<file path="src/rtl/alu_seq_pkg.sv">
// Shared opcode, state and legality definitions for the alu_seq execute stage.
// ALU_SEQ_MUL_EN selects whether opcode 11 (MUL) is a legal operation.
package alu_seq_pkg;

    localparam logic [3:0] OP_ADD  = 4'd0;
    localparam logic [3:0] OP_OR   = 4'd1;
    localparam logic [3:0] OP_XOR  = 4'd2;
    localparam logic [3:0] OP_AND  = 4'd3;
    localparam logic [3:0] OP_ROL  = 4'd4;
    localparam logic [3:0] OP_SLL  = 4'd5;
    localparam logic [3:0] OP_ROR  = 4'd6;
    localparam logic [3:0] OP_SRL  = 4'd7;
    localparam logic [3:0] OP_SLBI = 4'd8;
    localparam logic [3:0] OP_BTR  = 4'd9;
    localparam logic [3:0] OP_SUB  = 4'd10;
    localparam logic [3:0] OP_MUL  = 4'd11;

    typedef enum logic {
        ST_IDLE = 1'b0,
        ST_MUL  = 1'b1
    } state_t;

    function automatic logic is_legal_op(input logic [3:0] op);
`ifdef ALU_SEQ_MUL_EN
        return op <= OP_MUL;
`else
        return op < OP_MUL;
`endif
    endfunction

endpackage

</file>
<file path="src/rtl/alu_seq_shifter.sv">
// Combinational WIDTH-bit barrel shifter: rotate or logical shift, left or right.
module alu_seq_shifter #(
    parameter int unsigned WIDTH = 16,
    parameter int unsigned CNTW  = $clog2(WIDTH)
) (
    input  logic [WIDTH-1:0] data,
    input  logic [CNTW-1:0]  cnt,
    input  logic             left,
    input  logic             rotate,
    output logic [WIDTH-1:0] res
);

    logic [2*WIDTH-1:0] dbl_l;
    logic [2*WIDTH-1:0] dbl_r;

    // Shifting a doubled copy yields the rotation in one half with no wrap logic.
    assign dbl_l = {data, data} << cnt;
    assign dbl_r = {data, data} >> cnt;

    always_comb begin
        res = '0;
        if (left) begin
            res = rotate ? dbl_l[2*WIDTH-1:WIDTH] : (data << cnt);
        end else begin
            res = rotate ? dbl_r[WIDTH-1:0] : (data >> cnt);
        end
    end

endmodule

</file>
<file path="src/rtl/alu_seq.sv">
// Handshaked execute-stage ALU with registered result and optional iterative multiply.
// Define ALU_SEQ_MUL_EN to build the shift-add multiplier; otherwise op 11 is illegal.
module alu_seq
    import alu_seq_pkg::*;
#(
    parameter int unsigned WIDTH = 16,
    parameter int unsigned CNTW  = $clog2(WIDTH)
) (
    input  logic             clk,
    input  logic             rst_n,
    input  logic             in_valid,
    output logic             in_ready,
    input  logic [3:0]       op,
    input  logic [WIDTH-1:0] a,
    input  logic [WIDTH-1:0] b,
    input  logic             cin,
    output logic             out_valid,
    input  logic             out_ready,
    output logic [WIDTH-1:0] result,
    output logic             cout,
    output logic             ofl,
    output logic             err
);

    state_t           state_q;
    logic             out_valid_q;
    logic [WIDTH-1:0] result_q;
    logic             cout_q;
    logic             ofl_q;
    logic             err_q;

    logic slot_free;
    logic accept;
    logic start_mul;

    assign slot_free = ~out_valid_q | out_ready;
    assign in_ready  = (state_q == ST_IDLE) & slot_free;
    assign accept    = in_valid & in_ready;

    assign out_valid = out_valid_q;
    assign result    = result_q;
    assign cout      = cout_q;
    assign ofl       = ofl_q;
    assign err       = err_q;

    // Shared adder: SUB is a + ~b + 1 with the external carry-in ignored.
    logic             is_sub;
    logic [WIDTH-1:0] b_eff;
    logic             add_cin;
    logic [WIDTH:0]   sum;
    logic             carry_msb;

    assign is_sub    = (op == OP_SUB);
    assign b_eff     = is_sub ? ~b : b;
    assign add_cin   = is_sub ? 1'b1 : cin;
    assign sum       = {1'b0, a} + {1'b0, b_eff} + {{WIDTH{1'b0}}, add_cin};
    assign carry_msb = a[WIDTH-1] ^ b_eff[WIDTH-1] ^ sum[WIDTH-1];

    logic [WIDTH-1:0] sh_res;

    alu_seq_shifter #(
        .WIDTH (WIDTH),
        .CNTW  (CNTW)
    ) u_shifter (
        .data   (a),
        .cnt    (b[CNTW-1:0]),
        .left   (~op[1]),
        .rotate (~op[0]),
        .res    (sh_res)
    );

    logic [WIDTH-1:0] btr;

    always_comb begin
        btr = '0;
        for (int i = 0; i < WIDTH; i++) begin
            btr[i] = a[WIDTH-1-i];
        end
    end

    logic [WIDTH-1:0] alu_res;
    logic             alu_cout;
    logic             alu_ofl;
    logic             alu_err;

    always_comb begin
        alu_res  = '0;
        alu_cout = 1'b0;
        alu_ofl  = 1'b0;
        alu_err  = 1'b0;
        if (!is_legal_op(op)) begin
            alu_err = 1'b1;
        end else begin
            case (op)
                OP_ADD, OP_SUB: begin
                    alu_res  = sum[WIDTH-1:0];
                    alu_cout = sum[WIDTH];
                    alu_ofl  = carry_msb ^ sum[WIDTH];
                end
                OP_OR:   alu_res = a | b;
                OP_XOR:  alu_res = a ^ b;
                OP_AND:  alu_res = a & b;
                OP_ROL, OP_SLL, OP_ROR, OP_SRL: alu_res = sh_res;
                OP_SLBI: alu_res = {a[WIDTH/2-1:0], b[WIDTH/2-1:0]};
                OP_BTR:  alu_res = btr;
                default: alu_res = '0;
            endcase
        end
    end

`ifdef ALU_SEQ_MUL_EN
    logic [WIDTH-1:0] mcand_q;
    logic [WIDTH-1:0] mplier_q;
    logic [WIDTH-1:0] prod_q;
    logic [CNTW-1:0]  cnt_q;
    logic             mul_done_q;
    logic [WIDTH-1:0] prod_step;
    logic [WIDTH-1:0] prod_final;
    logic             last_iter;
    logic             mul_finish;

    assign start_mul  = (op == OP_MUL);
    assign prod_step  = mplier_q[0] ? (prod_q + mcand_q) : prod_q;
    // Once the last iteration has run while stalled, prod_q already holds the product.
    assign prod_final = mul_done_q ? prod_q : prod_step;
    assign last_iter  = mul_done_q | (cnt_q == CNTW'(WIDTH - 1));
    assign mul_finish = (state_q == ST_MUL) & last_iter & slot_free;
`else
    assign start_mul = 1'b0;
`endif

    always_ff @(posedge clk) begin
        if (!rst_n) begin
            state_q     <= ST_IDLE;
            out_valid_q <= 1'b0;
            result_q    <= '0;
            cout_q      <= 1'b0;
            ofl_q       <= 1'b0;
            err_q       <= 1'b0;
`ifdef ALU_SEQ_MUL_EN
            mcand_q     <= '0;
            mplier_q    <= '0;
            prod_q      <= '0;
            cnt_q       <= '0;
            mul_done_q  <= 1'b0;
`endif
        end else begin
            if (accept && !start_mul) begin
                result_q    <= alu_res;
                cout_q      <= alu_cout;
                ofl_q       <= alu_ofl;
                err_q       <= alu_err;
                out_valid_q <= 1'b1;
`ifdef ALU_SEQ_MUL_EN
            end else if (mul_finish) begin
                result_q    <= prod_final;
                cout_q      <= 1'b0;
                ofl_q       <= 1'b0;
                err_q       <= 1'b0;
                out_valid_q <= 1'b1;
`endif
            end else if (out_ready) begin
                out_valid_q <= 1'b0;
            end

`ifdef ALU_SEQ_MUL_EN
            case (state_q)
                ST_IDLE: begin
                    if (accept && start_mul) begin
                        state_q    <= ST_MUL;
                        mcand_q    <= a;
                        mplier_q   <= b;
                        prod_q     <= '0;
                        cnt_q      <= '0;
                        mul_done_q <= 1'b0;
                    end
                end
                ST_MUL: begin
                    if (!mul_done_q) begin
                        prod_q   <= prod_step;
                        mcand_q  <= mcand_q << 1;
                        mplier_q <= mplier_q >> 1;
                        if (cnt_q == CNTW'(WIDTH - 1)) begin
                            mul_done_q <= 1'b1;
                        end else begin
                            cnt_q <= cnt_q + CNTW'(1);
                        end
                    end
                    if (mul_finish) begin
                        state_q    <= ST_IDLE;
                        cnt_q      <= '0;
                        mul_done_q <= 1'b0;
                    end
                end
                default: state_q <= ST_IDLE;
            endcase
`else
            state_q <= ST_IDLE;
`endif
        end
    end

endmodule
</file>
<file path="config.mk">
export PLATFORM = sky130hd
export DESIGN_NAME = alu_seq
export DESIGN_NICKNAME = d
export VERILOG_FILES = /design/src/rtl/alu_seq_pkg.sv /design/src/rtl/alu_seq_shifter.sv /design/src/rtl/alu_seq.sv
export SDC_FILE = /design/constraint.sdc
export NUM_CORES = 1
export LEC_CHECK = 0
export ABC_AREA = 0
export CAP_MARGIN = 20
export CORE_AREA = 8 8 128 141
export DETAILED_ROUTE_END_ITERATION = 8
export DIE_AREA = 0 0 136 149
export SYNTH_ARGS = -nofsm -noshare
export SYNTH_HDL_FRONTEND = slang
export SYNTH_HIERARCHICAL = 1
export SYNTH_SLANG_ARGS = --single-unit
</file>
<file path="constraint.sdc">
create_clock -name clk -period 6.9 [get_ports clk]
set_input_delay 0.69 -clock clk [delete_from_list [all_inputs] [get_ports clk]]
set_output_delay 0.69 -clock clk [all_outputs]
set_load 0.01 [all_outputs]
</file>
Word-level counts from Yosys, hierarchy flattened
Index checks and enable logic that the tools add are counted.
Storage, ports and cells
  flip-flop bits (word level): 20
  bits of input ports: 41
  output and inout port bits: 21
  word-level logic and storage cells: 50
Cells by class
  add/subtract/negate cells: 2
  $lt $le $gt $ge: 1
  equal/unequal tests: 10
  shifts and indexed selects: 4
  multiplexer cells: 14
  bitwise gates (word level): 10
  reduce and logical (&&, ||, !) cells: 4
Operator list (number)
  case mux 16 bit (7 select lines): 1
  2-to-1 mux 16 bit: 5
  << shifter 32 x 4 -> 32 bit: 1
  >> shifter 32 x 4 -> 16 bit: 1
  adder 16 x 16 -> 17 bit: 1
  adder 17 x 1 -> 17 bit: 1
  AND 16 bit: 1
  == test 4 x 3 -> 1 bit (second input constant): 4
  inverter 16 bit: 1
  bitwise OR 16 bit: 1
  << shifter 16 x 4 -> 16 bit: 1
  >> shifter 16 x 4 -> 16 bit: 1
  bitwise XOR 16 bit: 1
  == test 4 bit (second input constant): 3
  == test 4 x 2 -> 1 bit (second input constant): 2
  2-to-1 mux 1 bit: 8
  == test 4 x 1 -> 1 bit (second input constant): 1
  logical NOT 4 bit: 1
  < comparator 4 bit (second input constant): 1
  OR reduction 4 bit: 1
  bitwise XOR 1 bit: 3
  nonzero test 2 bit: 1
  OR reduction 2 bit: 1
  AND 1 bit: 1
  2 further kinds: 2

Longest topological paths before layout
  word-level depth: 8
  gate-level depth with buffers: 13

Modules after synthesis
Netlist, hierarchy kept.
Modules (own cells, without submodules)
  alu_seq: instances 1, cells an instance 373, area each 2902.8 µm², seq. area each 400.4 µm²
  alu_seq_shifter: instances 1, cells an instance 247, area each 2314.7 µm², seq. area each 0.0 µm²

Worst setup path before layout
Ideal clock, no wire load.
  path kind: input-to-reg
  start point: in op[2]
  end point: reg result_q[10], in the netlist result[10]
  setup time: 0.118 ns
  arrival: 3.514 ns
  data required time: 6.782 ns
  path slack: 3.268 ns
  cell stages on the path: 11
  buffers on the path: 1
  path through: buf_6 -> nor4_4 -> xnor2_1 -> fa_1 -> fa_1 -> a211oi_1 -> nor2_1 -> o41ai_1 -> o21ai_0 -> xnor2_1 -> o2bb2ai_1
Between the ends
  cells in the longest elaborated chain, start to end: 6
  elaborated cells on any way between the ends: 20
  those cells by class: add/sub: 2; order compare: 1; eq/ne: 10; mux: 4; reduce/logical: 3
Ends and longest elaborated chain
  start: declaration: RTL line alu_seq.sv:13  | input logic [3:0] op,
  == test 4 bit: RTL line alu_seq.sv:53, alu_seq.sv:94
  2-to-1 mux 16 bit: RTL line alu_seq.sv:54  | assign b_eff = is_sub ? ~b : b;
  adder 16 x 16 -> 17 bit: RTL line alu_seq.sv:56  | assign sum = {1'b0, a} + {1'b0, b_eff} + {{WIDTH{1'b0}}, add_cin};
  adder 17 x 1 -> 17 bit: RTL line alu_seq.sv:56
  case mux 16 bit (7 select lines): RTL line alu_seq.sv:94  | case (op)
  2-to-1 mux 16 bit (*): RTL line alu_seq.sv:91  | if (!is_legal_op(op)) begin
  end signal: assignment: RTL line alu_seq.sv:149  | result_q <= alu_res;
  end: declaration: RTL line alu_seq.sv:27  | logic [WIDTH-1:0] result_q;
Mark *: on every way between the ends. The rest lies on a longest branch, timed or not.
A chain may end at the register's enable or synchronous reset.

Final worst setup path
  start point: in op[1]
  end point: reg result_q[10], in the netlist result[10]
The elaborated chain is that of the path after synthesis.

==> qor.tcl <==
set qor(status) {complete, no violations}
set qor(yosys_warnings) 6
set qor(clkSlewWorstSetupHoldPaths_ns) 0.06
set qor(edff_count_synth) 0
set qor(critical_path.reg2reg.startpoint) {out_valid$_SDFFE_PN0P_}
set qor(clock_power_share) 0.235
set qor(post-route-period-util) 0.667
set qor(die-height_um) 149
set qor(area_of_the_mapped_netlist_um2) 5220
set qor(worst-slew-pin-transition_ns) 0.981
set qor(synth-async-reset-ratio) 0
set qor(report.final.slew_viol_count) 0
set qor(hold_buffers) 0
set qor(dr.pass1.iters) 5
set qor(detailedPlace.worstSlack_ns) 2.05
set qor(num_vias) 5261
set qor(final_cell_mix) {clkdlybuf4s50_1, a21oi_1, nand2_1}
set qor(primary_ff_master_synth) {dfxtp_1}
set qor(intPower_w) 0.000413
set qor(dr.first_iter.drc_count) 519
set qor(cp.required_ns) 7.08
set qor(hold_path_startpoint) {result[1]$_SDFFE_PN0P_}
set qor(cts_resized) 0
set qor(worstSetupPathType) {in -> reg}
set qor(synth.lib_cells_used.distinct) 84
set qor(placed_wire_length_estimate_um) 12700
set qor(routed_wl_um) 17900
set qor(clock_tree.root_cell) {clkbuf_16}
set qor(worstSetupEndpointType) {flop}
set qor(worst_slew_margin_rel) 0.343
set qor(synthesis.instances) 620
set qor(p_per_area_nw_per_um2) 117
set qor(fillerInstances) 1604
set qor(critical_path_start_type) {input pin}
set qor(io_pins) 62
set qor(final.setup.tns_ns) 0
set qor(part_of_the_yosys_area_used_for_sequential_elements) 0.0767
set qor(area_delta_synth_final_pct) 12.4
set qor(vdd_drop_max_v) 0.000136
set qor(area_used_by_sequential_logic_in_the_layout_um2) 400
set qor(fp.dieW_um) 136
set qor(multi_input_comb_area_um2) 4260
set qor(unrepaired_setup_endpoints_after_global_routing) {false}
set qor(grt.total_usage) 0.172
set qor(first_global_vias) 5097
set qor(number_of_nets_with_antenna_violations_after_routing) 0
set qor(post-cts-setup-buffer-count) 0
set qor(timing.critical_path.from) {op[1]}
set qor(cts-htree-levels) 1
set qor(postSynthRegisterBits) 20
set qor(timing_limited_maximum_frequency_mhz) 217
set qor(worst-endpoint-arrival_ns) 4.78
set qor(place_congestion) 0.900
set qor(synth_top_cell_by_area) {mux4_2}
set qor(initial_core_util) 0.334
set qor(final_common_cell) {clkdlybuf4s50_1}
set qor(tritoncts.num_buffers) 3
set qor(synthesis.area_per_instance_um2) 8.42
set qor(drt-wirelength-per-cell_um) 21.5
set qor(grt_overflow) 0
set qor(clkLatencyLatePin_ns) 0.25
set qor(layout.nets) 726
set qor(setup_slack_ns) 2.30
set qor(drt-vias-per-instance) 6.30
set qor(report.final.setup_viol) 0
set qor(drive_gt1_frac) 0.135
set qor(cts_max_path_buffers) 2
set qor(sw_frac_of_total) 0.399
set qor(setup.reg_to_reg.worst_slack_ns) 4.54
set qor(mappedNetlistNets) 710
set qor(placement_rows) 48
set qor(timing_hold_violations_final) 0
set qor(core-area_um2) 15600
set qor(netlist.area_leader.share) 0.134
set qor(combinationalPowerShare) 0.580
set qor(fin_worst_skew_ns) 0.00159
set qor(hold_path_class) {reg -> reg}
set qor(worst-path-max-fanout) 45
set qor(synth.top_cells.by_area) {mux4_2, ha_1, dfxtp_1}
set qor(timing.final.crit_period_ns) 4.60
set qor(max_cap_violations) 0
set qor(power_leakage_nw) 2.22
set qor(antenna_found_initial) 0
set qor(portion_of_total_power_attributed_to_sequential_cells) 0.185
set qor(grt_max_degree) 53
set qor(antenna_diode_count) 0
set qor(global_route_wire_length_before_repair_um) 28300
set qor(placement.io_buffers) 61
set qor(netSwitchingPower_w) 0.000275
set qor(cts_tree) {yes}
set qor(die-area_um2) 20300
set qor(clock_sink_count) 20
set qor(detail_route.drc_violations) 0
## state kept, by name (all words and copies together) (netlist names)
| name | count |
|---|---|
| cout | 1 |
| out_valid | 1 |
| result | 16 |
| ofl | 1 |
| err | 1 |
## stage by stage
step           std cells   util  area (um2)  power [W]  hold WS (ns)
2_1_floorplan        620      -        5220   0.000409         0.481
3_3_place_gp         830  0.369        5750   0.000514         0.459
3_5_place_dp         831  0.369        5760   0.000520         0.449
4_1_cts              835  0.376        5870   0.000683         0.457
5_1_grt              835  0.376        5870   0.000727         0.477
6_report             835  0.376        5870   0.000688         0.458
## critical path: stages
cell and delay [ns]:
clkdlybuf4s50_1 0.65, inv_1 0.07, buf_4 0.28, nor4_4 0.19
buf_4 0.33, xnor2_1 0.13, fa_1 0.43, fa_1 0.44
a211oi_1 0.31, nor2_1 0.11, o41ai_1 0.57, o21ai_0 0.24
xnor2_1 0.17, o2bb2ai_1 0.16
## cell usage after synthesis, drive strengths merged, types with 4 or more instances
cell type / number
nand2: 50
nor4: 4
nor3: 5
a31o: 8
o211ai: 5
nor3b: 6
buf: 35
mux2i: 18
nand3: 13
o221ai: 6
ha: 47
nand2b: 6
o2bb2ai: 5
a221oi: 10
o21ai: 20
a211o: 4
a311oi: 4
mux4: 36
xnor2: 22
a22oi: 26
a21oi: 54
a211oi: 12
and2: 6
o21bai: 4
mux2: 14
clkbuf: 27
a21o: 9
nor2: 36
a31oi: 14
dfxtp: 20
inv: 42
## cell families after synthesis
| group | synth area share |
|---|---|
| flip-flops | 0.0767 |
| XOR/XNOR | 0.0420 |
| adder cells (fa/ha/maj) | 0.120 |
| AO/OA/AOI/OAI | 0.279 |
| AND/OR/NAND/NOR | 0.149 |
| multiplexers | 0.226 |
| buffers and inverters | 0.107 |
## per-layer routing
metal / global-route usage / part of all wire / vias up
met5: 0 / 0 / -
met4: 0.0533 / 0.022 / 0
met3: 0.0229 / 0.069 / 27
met2: 0.289 / 0.48 / 246
met1: 0.223 / 0.43 / 2593
li1: - / - / 2395
## layout make-up
cell class              instances  area share
multi-input cells             495       0.727
clock inverters                 1     0.00512
well taps                     200      0.0427
inverters                      43      0.0275
repair buffers                 73       0.117
clock buffers                   3      0.0128
flip-flops and latches         20      0.0682
## power by group through the flow
stage          Clock, W  Sequential, W  Combinational (W)
2_1_floorplan         0       0.000132           0.000277
3_3_place_gp          0       0.000129           0.000385
3_5_place_dp          0       0.000129           0.000391
4_1_cts        0.000162       0.000127           0.000394
5_1_grt        0.000166       0.000127           0.000434
6_report       0.000162       0.000127           0.000399
## path summary, 6_finish.rpt
check	cells after the start	to
hold / removal	2	result[1]$_SDFFE_PN0P_
hold reg to reg	2	result[1]$_SDFFE_PN0P_
setup / recovery	14	result[10]$_SDFFE_PN0P_
setup reg to reg	6	ofl$_SDFFE_PN0P_
(Power assumes the default switching activity.)
